==> config.mk <==
export PLATFORM = sky130hd
export DESIGN_NAME = mc_ctrl_stall
export DESIGN_NICKNAME = d
export VERILOG_FILES = /design/src/rtl/mc_ctrl_stall.sv
export SDC_FILE = /design/constraint.sdc
export NUM_CORES = 1
export LEC_CHECK = 0
export ABC_AREA = 1
export CAP_MARGIN = 20
export CORE_ASPECT_RATIO = 1.25
export CORE_MARGIN = 2
export CORE_UTILIZATION = 47
export DETAILED_ROUTE_END_ITERATION = 10
export PLACE_DENSITY = 0.83
export SKIP_LAST_GASP = 1
export SYNTH_ARGS = -nofsm -noshare
export SYNTH_HDL_FRONTEND = slang
export SYNTH_SLANG_ARGS = --single-unit
==> constraint.sdc <==
create_clock -name clk -period 2 [get_ports clk]
set_input_delay 0.4 -clock clk [delete_from_list [all_inputs] [get_ports clk]]
set_output_delay 0.4 -clock clk [all_outputs]
set_load 0.01 [all_outputs]
==> src/rtl/mc_ctrl_stall.sv <==
// Multicycle MIPS control FSM with a variable-latency memory handshake,
// a wait timeout into a sticky error state, illegal-opcode reporting and state visibility.
module mc_ctrl_stall #(
    parameter int HANDSHAKE = 1,
    parameter int TIMEOUT   = 64,
    parameter int TO_W      = 8
) (
    input  logic       clk,
    input  logic       rst,
    input  logic       clk_en,
    input  logic [5:0] opcode,
    input  logic [5:0] funct,
    input  logic       zero,
    input  logic       mem_ready,
    output logic       mem_req,
    output logic       ALUSrcA,
    output logic       ShiftSel,
    output logic [1:0] ALUSrcB,
    output logic       ExtSel,
    output logic [3:0] ALUControl,
    output logic       IorD,
    output logic [1:0] MemtoReg,
    output logic [1:0] RegDst,
    output logic [1:0] PCSrc,
    output logic       IRWrite,
    output logic       RegWrite,
    output logic       PCEn,
    output logic       MemWrite,
    output logic       PCPlus4Write,
    output logic       busy,
    output logic       illegal,
    output logic       err,
    output logic [3:0] state_dbg
);

    typedef enum logic [3:0] {
        S_FETCH  = 4'd0,  S_DECODE = 4'd1,  S_MEMADR = 4'd2,  S_MEMRD = 4'd3,
        S_MEMWB  = 4'd4,  S_MEMWR  = 4'd5,  S_REX    = 4'd6,  S_RWB   = 4'd7,
        S_IEX    = 4'd8,  S_IWB    = 4'd9,  S_BRANCH = 4'd10, S_JUMP  = 4'd11,
        S_JAL    = 4'd12, S_JR     = 4'd13, S_ERR    = 4'd14
    } state_t;

    localparam logic [5:0] OP_RTYPE = 6'h00, OP_J    = 6'h02, OP_JAL  = 6'h03;
    localparam logic [5:0] OP_BEQ   = 6'h04, OP_BNE  = 6'h05, OP_ADDI = 6'h08;
    localparam logic [5:0] OP_ADDIU = 6'h09, OP_SLTI = 6'h0A, OP_SLTIU = 6'h0B;
    localparam logic [5:0] OP_ANDI  = 6'h0C, OP_ORI  = 6'h0D, OP_XORI = 6'h0E;
    localparam logic [5:0] OP_LUI   = 6'h0F, OP_LW   = 6'h23, OP_SW   = 6'h2B;
    localparam logic [5:0] FN_JR    = 6'h08;

    localparam logic [3:0] ALU_AND = 4'd0, ALU_OR  = 4'd1, ALU_ADD  = 4'd2, ALU_XOR = 4'd3;
    localparam logic [3:0] ALU_NOR = 4'd4, ALU_SLL = 4'd5, ALU_SUB  = 4'd6, ALU_SLT = 4'd7;
    localparam logic [3:0] ALU_SRL = 4'd8, ALU_SRA = 4'd9, ALU_SLTU = 4'd10, ALU_LUI = 4'd11;

    localparam logic [TO_W-1:0] TO_LAST = (TIMEOUT == 0) ? '0 : TO_W'(TIMEOUT - 1);

    state_t          state, next;
    logic [TO_W-1:0] to_cnt;
    logic            ready, adv, waiting, timeout_hit;
    logic [3:0]      rex_alu;
    logic            rex_shift, rex_legal;

    assign ready       = (HANDSHAKE == 0) ? 1'b1 : mem_ready;
    assign adv         = clk_en & ~rst;
    assign waiting     = (state == S_FETCH) || (state == S_MEMRD) || (state == S_MEMWR);
    assign timeout_hit = (TIMEOUT != 0) && (to_cnt == TO_LAST) && !ready;

    always_ff @(posedge clk) begin
        if (rst) begin
            state  <= S_FETCH;
            to_cnt <= '0;
        end else if (clk_en) begin
            state <= next;
            if (waiting && !ready && !timeout_hit) to_cnt <= to_cnt + TO_W'(1);
            else                                   to_cnt <= '0;
        end
    end

    always_comb begin
        rex_alu   = ALU_ADD;
        rex_shift = 1'b0;
        rex_legal = 1'b1;
        case (funct)
            6'h00:        begin rex_alu = ALU_SLL; rex_shift = 1'b1; end
            6'h02:        begin rex_alu = ALU_SRL; rex_shift = 1'b1; end
            6'h03:        begin rex_alu = ALU_SRA; rex_shift = 1'b1; end
            6'h20, 6'h21: rex_alu = ALU_ADD;
            6'h22, 6'h23: rex_alu = ALU_SUB;
            6'h24:        rex_alu = ALU_AND;
            6'h25:        rex_alu = ALU_OR;
            6'h26:        rex_alu = ALU_XOR;
            6'h27:        rex_alu = ALU_NOR;
            6'h2A:        rex_alu = ALU_SLT;
            6'h2B:        rex_alu = ALU_SLTU;
            default:      rex_legal = 1'b0;
        endcase
    end

    // Write enables are qualified by adv so a frozen or resetting cycle never commits.
    always_comb begin
        next         = state;
        mem_req      = 1'b0;
        ALUSrcA      = 1'b0;
        ShiftSel     = 1'b0;
        ALUSrcB      = 2'b00;
        ExtSel       = 1'b0;
        ALUControl   = ALU_AND;
        IorD         = 1'b0;
        MemtoReg     = 2'b00;
        RegDst       = 2'b00;
        PCSrc        = 2'b00;
        IRWrite      = 1'b0;
        RegWrite     = 1'b0;
        PCEn         = 1'b0;
        MemWrite     = 1'b0;
        PCPlus4Write = 1'b0;
        illegal      = 1'b0;
        case (state)
            S_FETCH: begin
                mem_req    = 1'b1;
                ALUSrcB    = 2'b01;
                ALUControl = ALU_ADD;
                if (ready) begin
                    IRWrite      = adv;
                    PCEn         = adv;
                    PCPlus4Write = adv;
                    next         = S_DECODE;
                end else if (timeout_hit) begin
                    next = S_ERR;
                end
            end
            S_DECODE: begin
                ALUSrcB    = 2'b11;
                ALUControl = ALU_ADD;
                case (opcode)
                    OP_LW, OP_SW:   next = S_MEMADR;
                    OP_RTYPE:       next = (funct == FN_JR) ? S_JR : S_REX;
                    OP_BEQ, OP_BNE: next = S_BRANCH;
                    OP_ADDI, OP_ADDIU, OP_ANDI, OP_ORI, OP_XORI,
                    OP_SLTI, OP_SLTIU, OP_LUI: next = S_IEX;
                    OP_J:           next = S_JUMP;
                    OP_JAL:         next = S_JAL;
                    default: begin
                        illegal = adv;
                        next    = S_FETCH;
                    end
                endcase
            end
            S_MEMADR: begin
                ALUSrcA    = 1'b1;
                ALUSrcB    = 2'b10;
                ALUControl = ALU_ADD;
                next       = (opcode == OP_SW) ? S_MEMWR : S_MEMRD;
            end
            S_MEMRD: begin
                mem_req = 1'b1;
                IorD    = 1'b1;
                if (ready)            next = S_MEMWB;
                else if (timeout_hit) next = S_ERR;
            end
            S_MEMWB: begin
                RegWrite = adv;
                MemtoReg = 2'b01;
                next     = S_FETCH;
            end
            S_MEMWR: begin
                mem_req = 1'b1;
                IorD    = 1'b1;
                if (ready) begin
                    MemWrite = adv;
                    next     = S_FETCH;
                end else if (timeout_hit) begin
                    next = S_ERR;
                end
            end
            S_REX: begin
                ALUSrcA    = 1'b1;
                ALUControl = rex_alu;
                ShiftSel   = rex_shift;
                if (rex_legal) begin
                    next = S_RWB;
                end else begin
                    illegal = adv;
                    next    = S_FETCH;
                end
            end
            S_RWB: begin
                RegWrite = adv;
                RegDst   = 2'b01;
                next     = S_FETCH;
            end
            S_IEX: begin
                ALUSrcB = 2'b10;
                ExtSel  = (opcode == OP_ANDI) || (opcode == OP_ORI) || (opcode == OP_XORI);
                case (opcode)
                    OP_SLTI:  ALUControl = ALU_SLT;
                    OP_SLTIU: ALUControl = ALU_SLTU;
                    OP_ANDI:  ALUControl = ALU_AND;
                    OP_ORI:   ALUControl = ALU_OR;
                    OP_XORI:  ALUControl = ALU_XOR;
                    OP_LUI:   ALUControl = ALU_LUI;
                    default:  ALUControl = ALU_ADD;
                endcase
                next = S_IWB;
            end
            S_IWB: begin
                RegWrite = adv;
                next     = S_FETCH;
            end
            S_BRANCH: begin
                ALUSrcA    = 1'b1;
                ALUControl = ALU_SUB;
                PCSrc      = 2'b01;
                PCEn       = adv & ((opcode == OP_BNE) ? ~zero : zero);
                next       = S_FETCH;
            end
            S_JUMP: begin
                PCEn  = adv;
                PCSrc = 2'b10;
                next  = S_FETCH;
            end
            S_JAL: begin
                PCEn     = adv;
                PCSrc    = 2'b10;
                RegWrite = adv;
                RegDst   = 2'b10;
                MemtoReg = 2'b10;
                next     = S_FETCH;
            end
            S_JR: begin
                PCEn  = adv;
                PCSrc = 2'b11;
                next  = S_FETCH;
            end
            S_ERR:   next = S_ERR;
            default: next = S_FETCH;
        endcase
        if (rst) mem_req = 1'b0;
    end

    assign busy      = (state != S_FETCH);
    assign err       = (state == S_ERR);
    assign state_dbg = state;

endmodule

==> flow_metrics.tcl, run 1 <==
set metrics [dict create \
    antenna_found_initial 0 \
    final_cell_mix "buf_4, nand2_1, nor2_1" \
    die_width_um 51.7 \
    grt_max_degree 10 \
    antenna_left 0 \
    place_area_mm2 0.00220 \
    clock_skew_ns 0.00365 \
    synth_adder_area_share_pct 0.937 \
    fill_cells 156 \
    worstSetupPathType "reg2out" \
    synth-compound-area-share_pct 14.3 \
    violations "negative setup slack" \
    total_leakage_power_uw 0.00123 \
    drc_errors 0 \
    startpoint_type "flop" \
    finish.instance_area_mm2 0.00235 \
    dp_hpwl_um 3610 \
    final_core_util_pct 87.5 \
    dieArea_mm2 0.00329 \
    drt_first_pass_iters 4 \
    layout_commonest_cell "buf_4" \
    yosysSeqAreaShare_pct 18.0 \
    grt_setup_unrepaired "yes" \
    vias 1999 \
    max-slew-margin-rel_pct 70.5 \
    coreArea_mm2 0.00268 \
    final-max-slew-violation-count 0 \
    synth-seq-cells 12 \
    post_drt_wl_per_cell_um 13.5 \
    power.total_uw 711 \
    hold_viol 0 \
    rows 21 \
    startpoint "state_dbg[2]$_SDFFE_PP0P_" \
    initial_core_util_pct 49.8 \
    yosysWarnings 0 \
    hold_start "to_cnt[6]$_SDFFE_PP0P_" \
    final_layout_size_suffix_gt1_share_pct 37.5 \
    cts_buffer_depth 2 \
    fin_nets 368 \
    syn_area_mm2 0.00134 \
    cts_sinks 12 \
    final_cells 383 \
    status "finished with violations" \
    postCtsHoldBufs 0 \
    grt_overflow_total 0 \
    drtIter0Drc 79 \
    cp-end-kind "primary output" \
    clock_latency_ns 0.28 \
    grt_pass1_vias 1949 \
    synth-xor-area-share_pct 3.28 \
    fin_crit_ns 2.01 \
    timing.final.ws_setup_ns -0.00526 \
    netlist_instances 243 \
    io_buffer_count 45 \
    ir_worst_vdd_mv 0.497 \
    finalCritPeriodShare_pct 100 \
    synthMuxAreaShare_pct 0 \
    reg2reg_from "state_dbg[1]$_SDFFE_PP0P_" \
    cts_tree "yes" \
    required_ns 1.60 \
    min_path_type "reg2reg" \
    synth_top_family_by_area "simple AND/OR/NAND/NOR gates" \
    dp_cells 371 \
    grt_pass1_wl_um 7870 \
    routabilityCongestion 0.925 \
    synthDistinctLibCells 31 \
    grtUsageTotal_pct 30.2 \
    die_h_um 63.6 \
    htree_levels 1 \
    wl_um 5180 \
    cts_made_buffers 3 \
    final-setup-viol-count 2 \
    max_freq_ghz 0.499 \
    synthSimpleGateAreaFrac_pct 49.3 \
    maxCapViolCount 0 \
    via_per_inst 5.22 \
    root_buffer "clkbuf_4" \
    clk_pin_slew_ns 0.08 \
    ios 46 \
    power_density_mw_per_mm2 303 \
    syn_nets 261 \
    syn2layout_area_growth_pct 75.7 \
    dp_slack_ns -0.718 \
    worstMarginPinSlew_ns 0.438 \
    cp.arrival_ns 1.61 \
    avgSynthCellArea_um2 5.49 \
    crit_fanout 5 \
    diodes 0 \
]
==> metrics by stage <==
stage / hold slack, ns / TNS [ns]
floorplan: 0.479 / 0
global placement: 0.496 / -5.90
detailed placement: 0.499 / -6.33
CTS: 0.520 / -0.227
global route: 0.582 / -0.525
finish: 0.520 / -0.00552
==> logic make-up after synthesis <==
| kind of cell | Yosys count |
|---|---|
| AND/OR/NAND/NOR | 147 |
| flip-flops | 12 |
| adder cells (fa/ha/maj) | 1 |
| XOR/XNOR | 5 |
| buffers and inverters | 46 |
| AO/OA/AOI/OAI | 32 |
==> cells in the mapped netlist <==
cell / instances / area (um^2)
inv_2: 4 / 15.0
nor3b_2: 1 / 12.5
o211ai_1: 1 / 7.51
and3_1: 1 / 6.26
o41ai_1: 2 / 17.5
nor2_4: 1 / 11.3
o21ai_0: 8 / 40.0
nor3_1: 5 / 25.0
o22ai_1: 2 / 12.5
nand4_1: 3 / 18.8
nand3_1: 21 / 105
o2111a_1: 1 / 11.3
nor2_1: 46 / 173
nor4_1: 1 / 6.26
buf_2: 1 / 5.00
a21oi_1: 13 / 65.1
a21o_1: 1 / 7.51
dfxtp_1: 12 / 240
nor2_2: 4 / 25.0
nor3b_1: 1 / 7.51
a311oi_1: 1 / 8.76
nand2_1: 58 / 218
buf_4: 4 / 30.0
xnor2_1: 1 / 8.76
o31ai_1: 2 / 15.0
xor2_1: 4 / 35.0
inv_1: 37 / 139
a31oi_1: 1 / 6.26
nand3_2: 2 / 20.0
nor3_2: 3 / 30.0
ha_1: 1 / 12.5
==> timing repair <==
action	4_1_cts	5_1_grt
setup buffers	2	6
gates cloned	0	0
pin swaps	15	13
gates resized for setup	92	33
endpoints found under the setup margin	24	14
==> state kept, by name, indices dropped and copies added, names as in the netlist <==
| signal | cells |
|---|---|
| to_cnt | 8 |
| state_dbg | 4 |
==> layout make-up <==
cell class	count	area [um^2]	area share, %
well taps	34	42.5	1.81
inverters	41	154	6.56
repair buffers	107	826	35.2
clock buffers	4	36.3	1.55
flip-flops and latches	12	250	10.7
multi-input cells	185	1040	44.2
==> where the power goes <==
group,switching (uW),total [uW],internal (uW)
sequential,6.04,248,242
combinational,141,265,124
clock,86.7,198,111
==> critical path: stages (launching register included) <==
cell and delay (ns):
dfxtp_2 0.41, nor2_1 0.09, inv_2 0.10, buf_4 0.12, nor2_1 0.04, o41ai_2 0.34
inv_1 0.07, buf_2 0.14
==> path summary, 6_finish.rpt <==
path	to	slack, ns	cells after the start
max	RegWrite	-0.005	7
min reg2reg	to_cnt[6]$_SDFFE_PP0P_	0.52	2
max reg2reg	state_dbg[1]$_SDFFE_PP0P_	0.41	11
min	to_cnt[6]$_SDFFE_PP0P_	0.52	2
==> layer usage <==
layer | track usage [%] | routed length [um] | up-vias
li1 | - | - | 992
met1 | 30.5 | 2050 | 917
met2 | 59.3 | 2740 | 73
met3 | 2.61 | 239 | 17
met4 | 13.8 | 146 | 0
met5 | 0 | 0 | -
(Power assumes the default switching activity.)
==> run 2: changes to the inputs <==
- CORE_UTILIZATION: 47 -> 46
- PLACE_DENSITY: 0.83 -> 0.81
- SKIP_LAST_GASP: 1 -> not set
- clock period: 2 -> 2.2 ns (I/O delays scaled with it)
==> run 2 against run 1 <==
  * The flow now finishes without violations
  * Non-clock buffer count down 14
  * Final area fell by 5.2%
  * Register-to-register slack improved by 0.29 ns
  * Die area rose by 2.0%
  * Final cell count down 3.7%
  * Utilization fell by 6.2 points
  * Via count is 4.7% lower
  * Critical path type is now in2out
  * Largest power group is now sequential cells
  * Worst hold slack better by 0.017 ns
  * Critical path depth is the same
  * Flip-flop and latch count stayed put
  * Clock skew decreased by 0.00095 ns
  * Total power is 12% lower
==> flow_metrics.tcl, run 2 (same netlist as run 1, synthesis figures left out) <==
set metrics [dict create \
    power.total_uw 626 \
    p_sw_share_pct 31.7 \
    power.internal_uw 428 \
    top_register "to_cnt" \
    diodes 0 \
    critPathBufInv 2 \
    p_comb_share_pct 35.3 \
    wl_um 4520 \
    required_ns 1.76 \
    largest_register_ffs 8 \
    final-max-slew-violation-count 0 \
    regArea_um2 244 \
    ios 46 \
    max-slew-margin-rel_pct 75.3 \
    cts_buffer_depth 2 \
    grt_setup_unrepaired "yes" \
    crit_fanout 4 \
    drt_first_pass_iters 4 \
    cts_sinks 12 \
    critPathTopFamily "simple AND/OR/NAND/NOR gates" \
    cp.arrival_ns 1.75 \
    cpPeakStageDelay_ns 0.29 \
    max_freq_ghz 0.457 \
    post_drt_wl_per_cell_um 12.3 \
    postCtsHoldBufs 0 \
    ff2ff_path_depth 10 \
    vias 1906 \
    seqPwrFrac_pct 36.2 \
    dp_hpwl_um 3410 \
    grtUsageTotal_pct 28.0 \
    layout_commonest_cell "nand2_1" \
    p_sw_uw 198 \
    fill_cells 215 \
    hold_viol 0 \
    die_width_um 52.2 \
    hold_start "to_cnt[6]$_SDFFE_PP0P_" \
    cts_made_buffers 3 \
    final_layout_size_suffix_gt1_share_pct 27.8 \
    maxCapViolCount 0 \
    grt_max_degree 10 \
    finalCritPeriodShare_pct 99.4 \
    worstMarginPinSlew_ns 0.367 \
    htree_levels 1 \
    cts_tree "yes" \
    syn2layout_area_growth_pct 66.5 \
    min_path_type "reg2reg" \
    dieArea_mm2 0.00335 \
    p_clk_share_pct 28.5 \
    power_density_mw_per_mm2 281 \
    via_per_inst 5.17 \
    min_path_cells 2 \
    final-setup-viol-count 0 \
    worstSetupPathType "in2out" \
    cpMaxStageDelayCell "dlygate4sd2_1" \
    clock_latency_ns 0.28 \
    die_h_um 64.2 \
    dp_cells 356 \
    fin_nets 354 \
    antenna_left 0 \
    final_cell_mix "nand2_1, buf_4, nor2_1" \
    status "finished clean" \
    multi_input_area_um2 980 \
    grt_overflow_total 0 \
    place_area_mm2 0.00209 \
    total_leakage_power_uw 0.00116 \
    final_cells 369 \
    reg2reg_from "state_dbg[0]$_SDFFE_PP0P_" \
    drtIter0Drc 83 \
    grt_pass1_vias 1802 \
    hold_end "to_cnt[6]$_SDFFE_PP0P_" \
    cp-end-kind "primary output" \
    clock_skew_ns 0.00270 \
    clk_pin_slew_ns 0.08 \
    grt_pass1_wl_um 7380 \
    r2r_end "state_dbg[2]$_SDFFE_PP0P_" \
    fin_crit_ns 2.19 \
    regToRegSetupSlack_ns 0.70 \
    ir_worst_vdd_mv 0.282 \
    cp_cell_sequence "dlygate4sd2_1 -> nor2_2 -> nand3_2 -> and3_1 -> o31ai_1 -> nand3_1 -> buf_2" \
    drc_errors 0 \
    crit_cells 7 \
    startpoint_type "input port" \
    root_buffer "clkbuf_4" \
    finish.instance_area_mm2 0.00222 \
    antenna_found_initial 0 \
    initial_core_util_pct 48.9 \
    coreArea_mm2 0.00273 \
    io_buffer_count 45 \
    routabilityCongestion 0.909 \
    rows 21 \
]
==> run 2: cell types whose count changed in the layout (fill, tap and decap cells not counted), sizes merged <==
cell           before  now
buf                70   51
clkdlybuf4s50       7   16
clkdlybuf4s15       4    0
clkbuf             10    7
dlymetal6s2s        1    4
==> run 2: worst reg2reg max path, delay by kind of cell, from the launching register on <==
| family | cells | cell delay, ns |
|---|---|---|
| AND/OR/NAND/NOR | 8 | 0.76 |
| buffers and inverters | 1 | 0.16 |
| flip-flops | 1 | 0.34 |
| AO/OA/AOI/OAI | 1 | 0.17 |
==> run 2: per-layer routing <==
layer  vias up  wire [um]  track usage, %
met5         -          0               0
met4         0         54            8.33
met3         9        292            2.57
met2        77       2420            53.8
met1       857       1760            31.1
li1        963          -               -
==> run 2: stage by stage <==
step / hold slack, ns / TNS [ns] / worst slack (ns) / utilization (%)
after CTS: 0.544 / 0 / 0.00526 / 80.4
after floorplan: 0.479 / 0 / 0.165 / -
final: 0.537 / 0 / 0.0123 / 81.4
after detailed placement: 0.526 / -4.65 / -0.593 / 76.3
after global routing: 0.568 / -0.0372 / -0.0354 / 81.4
after global placement: 0.494 / -4.24 / -0.518 / 76.3
==> run 2: power by group through the flow <==
stage / clock [uW] / combinational, uW / sequential [uW]
detailed placement: 0 / 212 / 231
global placement: 0 / 209 / 231
floorplan: 0 / 91.5 / 232
global route: 193 / 243 / 227
finish: 178 / 221 / 227
CTS: 178 / 214 / 226
==> run 2: final cells by class <==
class,count,area share (%)
tap,34,1.91
inverter,41,6.92
multi-input combinational,185,44.1
sequential,12,11.0
clock buffer,4,1.63
timing repair buffer,93,34.5
==> run 2: worst max-delay path by stage <==
stage | start | end
after global routing | funct[2] | ALUControl[1]
after global placement | funct[5] | ALUControl[0]
after detailed placement | funct[5] | ALUControl[0]
after floorplan | clk_en | PCEn
final | funct[2] | ALUControl[1]
after CTS | opcode[4] | ALUControl[0]
==> run 2: timing repair <==
item                                    in CTS  in global routing
gates resized for setup                     53                 15
setup buffers                                8                  1
endpoints found under the setup margin      16                 10
pin swaps                                    7                  2
==> run 3: changes to the inputs <==
- CORE_UTILIZATION: 46 -> 40
- MAX_ROUTING_LAYER: not set -> met4
- PLACE_DENSITY: 0.81 -> 0.72
==> run 3 against run 2 <==
  * Clock skew is essentially flat
  * Critical path depth shrank 1
  * Final cell count is 1.1% lower
  * Critical endpoint is now ExtSel
  * Largest cell class unchanged
==> flow_metrics.tcl, run 3 (same netlist as run 1, synthesis figures left out) <==
set metrics [dict create \
    status "finished clean" \
    io_buffer_count 45 \
    highest_layer "met4" \
    top_register "to_cnt" \
    cts_tree "yes" \
    final_core_util_pct 69.0 \
    grt_pass1_vias 1752 \
    finalCritPeriodShare_pct 98.7 \
    diodes 0 \
    p_clk_share_pct 34.6 \
    p_sw_uw 199 \
    initial_core_util_pct 41.8 \
    fin_crit_ns 2.17 \
    grt_pass1_wl_um 7260 \
    dieArea_mm2 0.00382 \
    via_per_inst 5.02 \
    grt_overflow_total 0 \
    power_density_mw_per_mm2 310 \
    dp_hpwl_um 3480 \
    max_freq_ghz 0.461 \
    clk_pin_slew_ns 0.05 \
    syn2layout_area_growth_pct 65.0 \
    final_cell_mix "nand2_1, buf_4, nor2_1" \
    cts_buffer_depth 2 \
    cts_sinks 12 \
    drt_first_pass_iters 4 \
    cp_cell_sequence "clkdlybuf4s50_1 -> nand2_1 -> inv_1 -> buf_4 -> nor3_1 -> dlygate4sd2_1" \
    p_sw_share_pct 29.1 \
    vias 1834 \
    clock_latency_ns 0.24 \
    seqPwrFrac_pct 33.2 \
    ios 46 \
    die_width_um 55.7 \
    rows 23 \
    htree_levels 1 \
    drtIter0Drc 109 \
    grt_setup_unrepaired "yes" \
    antenna_left 0 \
    hold_viol 0 \
    min_path_type "reg2reg" \
    routabilityCongestion 0.902 \
    antenna_found_initial 0 \
    root_buffer "clkbuf_8" \
    grtUsageTotal_pct 23.8 \
    final_layout_size_suffix_gt1_share_pct 26.5 \
    worstSetupPathType "in2out" \
    coreArea_mm2 0.00319 \
    cp-end-kind "primary output" \
    clock_skew_ns 0.00254 \
    wl_met1_um 1830 \
    cpPeakStageDelay_ns 0.47 \
    cpMaxStageDelayCell "clkdlybuf4s50_1" \
    post_drt_wl_per_cell_um 11.9 \
    fin_nets 347 \
    required_ns 1.76 \
    met2RoutedLength_um 2260 \
    power.internal_uw 485 \
    cts_made_buffers 3 \
    drc_errors 0 \
    maxCapViolCount 0 \
    largest_register_ffs 8 \
    route.met3.wl_um 207 \
    layout_commonest_cell "nand2_1" \
    wl_um 4350 \
    p_comb_share_pct 32.2 \
    postCtsHoldBufs 0 \
    worstMarginPinSlew_ns 0.287 \
    die_h_um 68.6 \
    startpoint_type "input port" \
    final-max-slew-violation-count 0 \
    ir_worst_vdd_mv 0.332 \
    grt_max_degree 10 \
    cp.arrival_ns 1.73 \
    holdWs_ns 0.510 \
    crit_fanout 4 \
    final-setup-viol-count 0 \
    max-slew-margin-rel_pct 80.7 \
    total_leakage_power_uw 0.00110 \
]
run 3: cell types whose count changed in the layout (fill, tap and decap cells not counted), sizes merged:
cell           previous run  this run
buf                      51        45
dlymetal6s2s              4         3
clkdlybuf4s15             0         3
dlygate4sd2              19        15
clkdlybuf4s50            16        19
clkbuf                    7         5
run 3: per-layer routing:
layer	track usage [%]	vias up
met5	-	-
met4	7.93	0
met3	1.49	8
met2	47.0	61
met1	25.6	812
li1	-	953
run 3: final timing paths:
check,slack (ns),endpoint,start,cells after the start
worst max-delay path,0.03,ExtSel,opcode[0],6
worst min-delay path,0.51,to_cnt[6]$_SDFFE_PP0P_,to_cnt[6]$_SDFFE_PP0P_,2
worst max register to register,0.68,to_cnt[7]$_SDFFE_PP0P_,to_cnt[0]$_SDFFE_PP0P_,7
worst min register to register,0.51,to_cnt[6]$_SDFFE_PP0P_,to_cnt[6]$_SDFFE_PP0P_,2
run 3: area by class of cell:
type                            instances  area, um^2
Fill cell                             302         991
Multi-Input combinational cell        185         981
Timing Repair Buffer                   86         723
Sequential cell                        12         244
Inverter                               41         154
Clock buffer                            4        55.1
Tap cell                               37        46.3
run 3: power by group through the flow:
stage	combinational [uW]	sequential [uW]	clock, uW
5_1_grt	241	227	256
2_1_floorplan	91.5	232	0
6_report	220	227	237
3_3_place_gp	208	231	0
4_1_cts	211	227	243
3_5_place_dp	209	231	0
run 3: critical path, delay by kind of cell:
family                 cells  cell delay, ns
and+or+nand+nor            2            0.31
buffers and inverters      4            0.97
run 3: what timing repair did:
item / 4_1_cts / 5_1_grt
pin swaps: 7 / 5
gates resized for setup: 58 / 14
buffers inserted: 1 / 3
setup endpoints to repair: 15 / 11
endpoints found under the hold margin: 0 / 0
run 3: metrics by stage:
step           instance area (um^2)  TNS, ns  total power, uW  worst slack (ns)  std cells
6_report                       2200        0              684            0.0287        365
5_1_grt                        2200  -0.0564              724           -0.0322        365
4_1_cts                        2150        0              681           0.00749        362
3_5_place_dp                   2070    -4.94              440            -0.575        357
3_3_place_gp                   2070    -4.71              438            -0.504        357
2_1_floorplan                  1340        0              324             0.165        243
==> patch, RTL diff (settings of run 3) <==
`TO_W`: 8 -> 6.
--- a/src/rtl/mc_ctrl_stall.sv
+++ b/src/rtl/mc_ctrl_stall.sv
@@ -3,7 +3,7 @@
 module mc_ctrl_stall #(
     parameter int HANDSHAKE = 1,
     parameter int TIMEOUT   = 64,
-    parameter int TO_W      = 8
+    parameter int TO_W      = 6
 ) (
     input  logic       clk,
     input  logic       rst,
Function: same outputs for any inputs over 10 cycles, from zero or initial values and one cycle with rst high; that may be too few to reach the edited logic, so the function may still have changed.
==> patch against run 3 <==
  * Cell count did not move
  * Synthesized cell count increased by 0.41%
  * Wire length rose by 1.4%
  * Total power decreased by 7.2%
  * Highest routed layer unchanged
  * Die area is 1.9% lower
  * Clock power is 20% lower
  * Final area fell by 0.97%
  * Critical path type is now reg -> out
  * Largest power group is now combinational cells
  * Setup slack better by 39 ps
  * Sequential cell count is 2 lower
  * Non-clock buffer count unchanged
  * Global-route usage grew 1.5 points
  * Area after synthesis fell by 2.1%
  * Sequential power is 14% lower
  * Combinational power rose by 14%
==> patch: results (changes against run 3) <==
stage;metric;value;unit;change
status;run status;finished clean;;
finish;number of nets in the layout;348;;+0.29%
global_route;met2 usage;0.454;;-0.0164
yosys;share of synthesized area occupied by flip-flops and latches;0.153;;-0.0268
clocking;number of buffers on the longest clock path;2;;unchanged
timing;slew at the pin with the worst max-slew slack;275;ps;-11.7 ps
yosys;yosys synthesis warning count;0;;unchanged
pwr;power drawn by the clock network;0.189;mW;-20%
global_route;global-route track usage on met1;0.276;;+0.0198
route;Pre-antenna DRT Iters;4;;unchanged
global_route;all-layer global routing usage;0.253;;+0.0146
pwr;static power due to leakage;1.23;nW;+12%
route;total detailed-routing wirelength;4.41;mm;+1.4%
clocking;TritonCTS buffer count;3;;unchanged
finish;share of final-layout standard cells stronger than drive strength 1;0.305;;+0.0396
finish;number of flip-flops in the largest register;6;;-2
critical_path;Critical Path AT;1690;ps;-40 ps
finish;register containing the most flip-flops in the final layout;to_cnt;;
critical_path;R2R depth;10;;+3
route;routed length per placed instance;12.1;um;+1.4%
pwr;Peak supply drop;0.405;mV;+22%
placement;Place WS;-567;ps;+8.44 ps
route;number of vias in the routed layout;1885;;+2.8%
clocking;clock-pin transition on the worst setup and hold timing paths;40;ps;
placement;Detailed Place HPWL;3.50;mm;+0.61%
placement;Area after DPL;2080;um2;+0.18%
timing;Max Transition Viols Final;0;;unchanged
global_route;number of global-route vias before repair;1789;;+2.1%
global_route;global-route wire length before repair;7.01;mm;-3.4%
timing;clock skew;0.307;ps;-2.23 ps
yosys;leading cell types by count after synthesis;sky130_fd_sc_hd__nand2_1 (56), sky130_fd_sc_hd__nor2_1 (49), sky130_fd_sc_hd__inv_1 (38);;
pwr;share of total power in sequential cells;0.308;;-0.024
clocking;number of H-tree levels;1;;unchanged
global_route;pin count of the biggest net entering global routing;10;;unchanged
finish;diodes inserted;0;;unchanged
pwr;total net switching power;0.212;mW;+6.6%
yosys;library cells used by synthesis;32;;+3.2%
global_route;met3 global-route usage;0.0240;;+0.00909
clocking;clock root buffer;sky130_fd_sc_hd__clkbuf_8;;
yosys;net count after synthesis;262;;+0.38%
route;initial DRC count;54;;-50%
yosys;proportion of synthesized flip-flops having asynchronous set or reset;0;;unchanged
placement;Port Buf Inserts;45;;unchanged
placement;GP Congestion;0.872;;-3.3%
finish;fillers;289;;-4.3%
pwr;power attributed to sequential cells;0.196;mW;-14%
yosys;synthesized area per cell;5.36;um2;-2.5%
yosys;Synth area leaders;sky130_fd_sc_hd__nand2_1 (16%), sky130_fd_sc_hd__dfxtp_1 (15%), sky130_fd_sc_hd__nor2_1 (14%);;
placement;total instance count after detailed placement;362;;+1.4%
patch: final cells by class:
| type | instances | area [um2] | share of cell area |
|---|---|---|---|
| Sequential cell | 10 | 205 | 0.0940 |
| Inverter | 42 | 158 | 0.0722 |
| Clock buffer | 3 | 41.3 | 0.0189 |
| Tap cell | 37 | 46.3 | 0.0212 |
| Timing Repair Buffer | 86 | 711 | 0.326 |
| Multi-Input combinational cell | 187 | 1020 | 0.468 |
patch: cells by family after synthesis:
group                      share of synthesized area
AOI/OAI and AO/OA                              0.143
buffers and inverters                          0.146
xor gates and xnor gates                      0.0134
and+or+nand+nor                                0.535
adders and majority gates                    0.00957
DFF                                            0.153
patch: worst max-delay path: stages, from the launching register on:
cell	delay, ps
sky130_fd_sc_hd__dfxtp_2	360
sky130_fd_sc_hd__inv_2	50
sky130_fd_sc_hd__nor2_2	140
sky130_fd_sc_hd__inv_2	70
sky130_fd_sc_hd__buf_4	140
sky130_fd_sc_hd__nor2_2	130
sky130_fd_sc_hd__clkdlybuf4s50_1	560
patch: timing repair:
action,in CTS,in global routing
setup buffers,0,0
pin swaps,6,3
endpoints found under the setup margin,16,16
resized for setup,57,36
endpoints found under the hold margin,0,0
patch: per-layer routing:
layer  part of all wire  vias up
met3              0.044       13
met1               0.41      861
met4              0.026        0
met2               0.52       53
met5                  0        -
li1                   -      958
patch: worst paths after layout:
kind	from	endpoint	slack (ps)
worst min-delay path	to_cnt[0]	to_cnt[0]	550
worst max-delay path	state_dbg[1]	err	70
worst min register to register	to_cnt[0]	to_cnt[0]	550
worst max register to register	to_cnt[1]	state_dbg[0]	630
